### config.mk
export PLATFORM = sky130hd
export DESIGN_NAME = mmio_timer
export DESIGN_NICKNAME = d
export VERILOG_FILES = /design/src/rtl/mmio_timer.sv
export SDC_FILE = /design/constraint.sdc
export NUM_CORES = 1
export LEC_CHECK = 0
export BUFFER_PORTS_ARGS = -buffer_cell sky130_fd_sc_hd__buf_2
export CAP_MARGIN = 20
export CORE_ASPECT_RATIO = 1.25
export CORE_UTILIZATION = 49
export DETAILED_ROUTE_END_ITERATION = 6
export PLACE_DENSITY = 0.7
export SLEW_MARGIN = 40
export SYNTH_ARGS = -nofsm -noshare
export SYNTH_HDL_FRONTEND = slang
export SYNTH_SLANG_ARGS = --single-unit
### constraint.sdc
create_clock -name clk -period 10.85 [get_ports clk]
set_clock_uncertainty 0.1 [all_clocks]
set_input_delay 1.085 -clock clk [delete_from_list [all_inputs] [get_ports clk]]
set_output_delay 1.085 -clock clk [all_outputs]
set_load 0.005 [all_outputs]
### src/rtl/mmio_timer.sv
// RISC-V machine timer (msip, mtimecmp, mtime, prescale) on the core's data-memory port.
// Loads return one cycle later with rdHit; stores take effect on the edge ending the store cycle.
module mmio_timer #(
    parameter int          N            = 64,
    parameter logic [N-1:0] BASE         = 64'h0000_0000_0000_2000,
    parameter logic [31:0] PRESCALE_RST = 32'd0
) (
    input  logic         clk,
    input  logic         reset,
    input  logic [N-1:0] DM_addr,
    input  logic [N-1:0] DM_writeData,
    input  logic         DM_writeEnable,
    input  logic         DM_readEnable,
    output logic [N-1:0] rdData,
    output logic         rdHit,
    output logic         mtip,
    output logic         msip
);

    localparam logic [1:0] OFF_MSIP     = 2'd0;
    localparam logic [1:0] OFF_MTIMECMP = 2'd1;
    localparam logic [1:0] OFF_MTIME    = 2'd2;
    localparam logic [1:0] OFF_PRESCALE = 2'd3;
    localparam logic [N-1:0] ONE_N      = {{(N-1){1'b0}}, 1'b1};

    // Strobe semantics: DM_writeEnable / DM_readEnable are single-cycle strobes with no
    // back-pressure; every strobed cycle is one access, and loads may issue every cycle.
    logic [N-1:0] r_mtime;
    logic [N-1:0] r_mtimecmp;
    logic         r_msip;
    logic [31:0]  r_prescale;
    logic [31:0]  r_div;
    logic [N-1:0] r_rd_data;
    logic         r_rd_hit;
    logic         r_mtip;

    logic         w_hit;
    logic [1:0]   w_sel;
    logic         w_tick;
    logic         w_wr_msip;
    logic         w_wr_mtimecmp;
    logic         w_wr_mtime;
    logic         w_wr_prescale;
    logic [N-1:0] w_rd_val;
    logic         w_unused;

    assign w_hit  = (DM_addr[N-1:5] == BASE[N-1:5]);
    assign w_sel  = DM_addr[4:3];
    assign w_tick = (r_div == r_prescale);

    assign w_wr_msip     = DM_writeEnable && w_hit && (w_sel == OFF_MSIP);
    assign w_wr_mtimecmp = DM_writeEnable && w_hit && (w_sel == OFF_MTIMECMP);
    assign w_wr_mtime    = DM_writeEnable && w_hit && (w_sel == OFF_MTIME);
    assign w_wr_prescale = DM_writeEnable && w_hit && (w_sel == OFF_PRESCALE);

    // Byte offset within a doubleword carries no meaning: all accesses are full width.
    assign w_unused = ^DM_addr[2:0];

    always_comb begin
        w_rd_val = '0;
        case (w_sel)
            OFF_MSIP:     w_rd_val = {{(N-1){1'b0}}, r_msip};
            OFF_MTIMECMP: w_rd_val = r_mtimecmp;
            OFF_MTIME:    w_rd_val = r_mtime;
            OFF_PRESCALE: w_rd_val = {{(N-32){1'b0}}, r_prescale};
            default:      w_rd_val = '0;
        endcase
    end

    always_ff @(posedge clk or posedge reset) begin
        if (reset) begin
            r_msip     <= 1'b0;
            r_mtimecmp <= '1;
        end else begin
            if (w_wr_msip)     r_msip     <= DM_writeData[0];
            if (w_wr_mtimecmp) r_mtimecmp <= DM_writeData;
        end
    end

    // A software write to mtime beats a tick landing on the same edge; that tick is dropped.
    always_ff @(posedge clk or posedge reset) begin
        if (reset) begin
            r_mtime    <= '0;
            r_prescale <= PRESCALE_RST;
            r_div      <= 32'd0;
        end else begin
            if (w_wr_mtime) begin
                r_mtime <= DM_writeData;
            end else if (w_tick) begin
                r_mtime <= r_mtime + ONE_N;
            end

            if (w_wr_prescale) begin
                r_prescale <= DM_writeData[31:0];
                r_div      <= 32'd0;
            end else if (w_tick) begin
                r_div <= 32'd0;
            end else begin
                r_div <= r_div + 32'd1;
            end
        end
    end

    always_ff @(posedge clk or posedge reset) begin
        if (reset) begin
            r_mtip    <= 1'b0;
            r_rd_hit  <= 1'b0;
            r_rd_data <= '0;
        end else begin
            r_mtip <= (r_mtime >= r_mtimecmp);
            if (DM_readEnable) begin
                r_rd_hit  <= w_hit;
                r_rd_data <= w_hit ? w_rd_val : '0;
            end else begin
                r_rd_hit  <= 1'b0;
            end
        end
    end

    assign rdData = r_rd_data;
    assign rdHit  = r_rd_hit;
    assign mtip   = r_mtip;
    assign msip   = r_msip;

endmodule

==> impl_metrics.csv <==
group,metric,value,unit
cts,cts_buffers,26,
synthesis,yosys-top-cells-area,"dfrtp_1 34%, dfstp_2 12%, mux2_2 8.0%",
critical_path,cp-start-kind,"primary input",
timing,relSlewSlack,0.445,
timing,setup_viol,0,
cts,clockBufferDepth,3,
cts,cts.repair.resized,0,
cts,clkTransAtPathRegs,0.07,ns
global_route,grt_use_total,0.254,
synthesis,synthAdderAreaFrac,0.0580,
finish,drive_gt1_frac,0.273,
finish,final_core_util,0.579,
timing,setup_tns,0,ns
cts,cts_tree,"done",
pwr,ir_drop,0.101,mV
critical_path,crit_type,"in2reg",
cts,clock_latency,0.53,ns
global_route,use_met3,0.0276,
die,die_height,193,um
pwr,leakagePower,7.20,nW
synthesis,avgSynthCellArea,9.76,um^2
synthesis,synth_top_area_cell,"dfrtp_1",
synthesis,synth-xor-area-share,0.0751,
critical_path,timing.rr.start,"r_div[6]$_DFF_PP0_",
critical_path,startpoint,"DM_addr[60]",
synthesis,netlist_instances,1458,
drt,route.detailed.drc,0,
place,place_hpwl,26.1,mm
drt,drt_pre_antenna_iters,6,
die,initial_core_util,0.500,
drt,vias_per_cell,5.78,
cts,cts_root_buf,"clkbuf_16",
global_route,met2_usage,0.438,
synthesis,yosysTopAreaCellShare,0.343,
drt,vias,11600,
critical_path,endpoint,"r_mtime[29]$_DFFE_PP0P_",
synthesis,synthMuxAreaShare,0.0829,
critical_path,r2r_setup_slack,7.31,ns
global_route,use_met1,0.320,
synthesis,yosysSeqAreaShare,0.461,
synthesis,yosys_warnings,0,
synthesis,synth_area,14200,um^2
drt,drt-initial-drc-count,654,
pwr,power_density,122,nW/um^2
die,fp-row-count,69,
die,core-area,28500,um^2
timing,period_minus_slack,3.55,ns
place,placed_area,15600,um^2
synthesis,synth_edf_count,0,
synthesis,synth-simple-area-share,0.148,
cts,post_cts_buffers,0,
die,die_area,29700,um^2
drt,drt-total-wl,37.3,mm
finish,syn2layout_area_growth,16.0,%
drt,wl_per_cell,18.6,um
timing,slew_violations,0,
status,status,"complete, no violations",
flow_run,drv_cap,0,
timing,tightestPinTransition,0.833,ns
synthesis,synth_top_family_by_area,"simple AND/OR/NAND/NOR gates",
finish,final_area,16500,um^2
critical_path,r2r-end,"r_mtime[54]$_DFFE_PP0P_",
timing,fmax,282,MHz
place,io_buffers,195,
place,dp_slack,6.79,ns
min_path,hold_class,"reg2reg",
drt,drtAntennaViolNets,0,
die,io_pins,199,
synthesis,synth_ff_type,"dfrtp_1",
synthesis,synth-seq-cells,259,
finish,final_nets,1826,
synthesis,synth_compound_area_frac,0.118,
global_route,grt_pass1_vias,11400,
synthesis,synth_most_common_cell,"dfrtp_1",
timing,fin_ws,7.30,ns
critical_path,cp.arrival,3.87,ns
critical_path,required,11.17,ns
global_route,top_usage_layer,"met2",
timing,hold_viol,0,
timing,rsz0062_at_grt,"no",
synthesis,syn_nets,1656,
critical_path,worst_r2r_path_depth,7,
synthesis,synthArstFlopShare,1.00,
die,die_x,154,um
global_route,antenna_found_initial,3,
synthesis,synth_common_cells,"195 x dfrtp_1, 146 x inv_1, 122 x nor2_1",
synthesis,yosysUniqueCellTypes,45,
place,gp_congestion,1.02,
critical_path,end_kind,"flip-flop",
global_route,grt_max_degree,107,
global_route,grt_remaining_overflow,0,
cts,cts_sinks,259,
critical_path,critical_path.max_fanout,79,
cts,htreeDepth,1,
global_route,grt_pass1_wl,59.9,mm
timing,finalCritPeriodShare,0.327,
cts,postCtsHoldBufs,0,
## worst max-delay path, cell delays in order
cell     delay, ns
buf_2         0.10
nor4_1        0.37
nand4_1       0.17
nor4_1        0.65
nand3_4       0.50
buf_4         0.54
mux2_2        0.38
## worst min path at each step
| stage | startpoint | to | slack, ns | cells past startpoint |
|---|---|---|---|---|
| after global placement | rdData[55]$_DFFE_PP0P_ | rdData[55]$_DFFE_PP0P_ | 0.41 | 2 |
| after floorplan | r_div[0]$_DFF_PP0_ | r_div[0]$_DFF_PP0_ | 0.39 | 1 |
| final | rdData[52]$_DFFE_PP0P_ | rdData[52]$_DFFE_PP0P_ | 0.42 | 2 |
| after global routing | rdData[46]$_DFFE_PP0P_ | rdData[46]$_DFFE_PP0P_ | 0.44 | 2 |
| after CTS | rdData[52]$_DFFE_PP0P_ | rdData[52]$_DFFE_PP0P_ | 0.43 | 2 |
| after detailed placement | rdData[52]$_DFFE_PP0P_ | rdData[52]$_DFFE_PP0P_ | 0.42 | 2 |
## logic make-up (layout without fill, tap and decap cells)
| group | count (synthesis) | count (layout) |
|---|---|---|
| muxes | 104 | 104 |
| adders and majority gates | 66 | 66 |
| other | 0 | 3 |
| DFF | 259 | 259 |
| buffers and inverters | 215 | 405 |
| AOI/OAI and AO/OA | 278 | 278 |
| xor gates and xnor gates | 122 | 122 |
| and+or+nand+nor | 414 | 414 |
## cell type report
| cell class | count | area, um^2 |
|---|---|---|
| flip-flops and latches | 259 | 6560 |
| fillers | 2513 | 12000 |
| well taps | 355 | 444 |
| clock buffers | 36 | 769 |
| clock inverters | 12 | 144 |
| diodes | 3 | 7.51 |
| multi-input cells | 984 | 6920 |
| inverters | 146 | 556 |
| repair buffers | 211 | 1110 |
## state kept, by name, summed over array words and instances, names as in the netlist
name	flops
msip	1
mtip	1
r_div	32
r_mtime	64
r_mtimecmp	64
r_prescale	32
rdData	64
rdHit	1
## layout by cell type (no fill, tap or decap), types with 3 or more instances in the layout
cell | netlist | layout
and4_1 | 7 | 7
xnor2_1 | 50 | 50
a211oi_1 | 5 | 5
nor3_1 | 29 | 26
nor2_1 | 122 | 121
a22oi_1 | 43 | 43
diode_2 | 0 | 3
clkbuf_1 | 60 | 3
nor2b_1 | 6 | 4
bufinv_16 | 0 | 3
and3_1 | 10 | 10
buf_6 | 1 | 3
nor4_2 | 8 | 10
o21ai_0 | 50 | 49
nor3_2 | 0 | 3
a21oi_1 | 83 | 83
ha_1 | 66 | 66
nor4b_2 | 4 | 4
clkbuf_8 | 0 | 6
xor2_1 | 72 | 72
nand2_1 | 85 | 84
o22ai_1 | 63 | 63
mux2_2 | 101 | 101
clkinv_2 | 0 | 6
a21o_1 | 9 | 9
dfrtp_1 | 195 | 195
buf_2 | 3 | 195
nand3_1 | 42 | 41
buf_4 | 0 | 13
clkbuf_16 | 0 | 27
nand4_1 | 46 | 46
or3_1 | 3 | 3
o211ai_1 | 20 | 20
nor4_1 | 40 | 38
dfstp_2 | 64 | 64
inv_1 | 146 | 145
## stage by stage
stage               instances  hold WS [ns]  power, W
finish                   2006         0.421   0.00201
global route             2006         0.437   0.00208
CTS                      2003         0.425   0.00203
detailed placement       1955         0.416   0.00107
global placement         1955         0.410   0.00107
floorplan                1458         0.391   0.00102
## routing by layer
layer  vias to the layer above  share of wire
met5                         -              0
met4                         0          0.042
met3                        93          0.045
met2                       338           0.49
met1                      5686           0.42
li1                       5478              -
## where the power goes
group          internal [W]            switching (W)  leakage [nW]
registers          0.000967  0.000000000000000000268          3.18
logic             0.0000278                0.0000616          3.57
clock network      0.000567                 0.000386         0.450
total               0.00156                 0.000448          7.20
(Power assumes the default switching activity.)
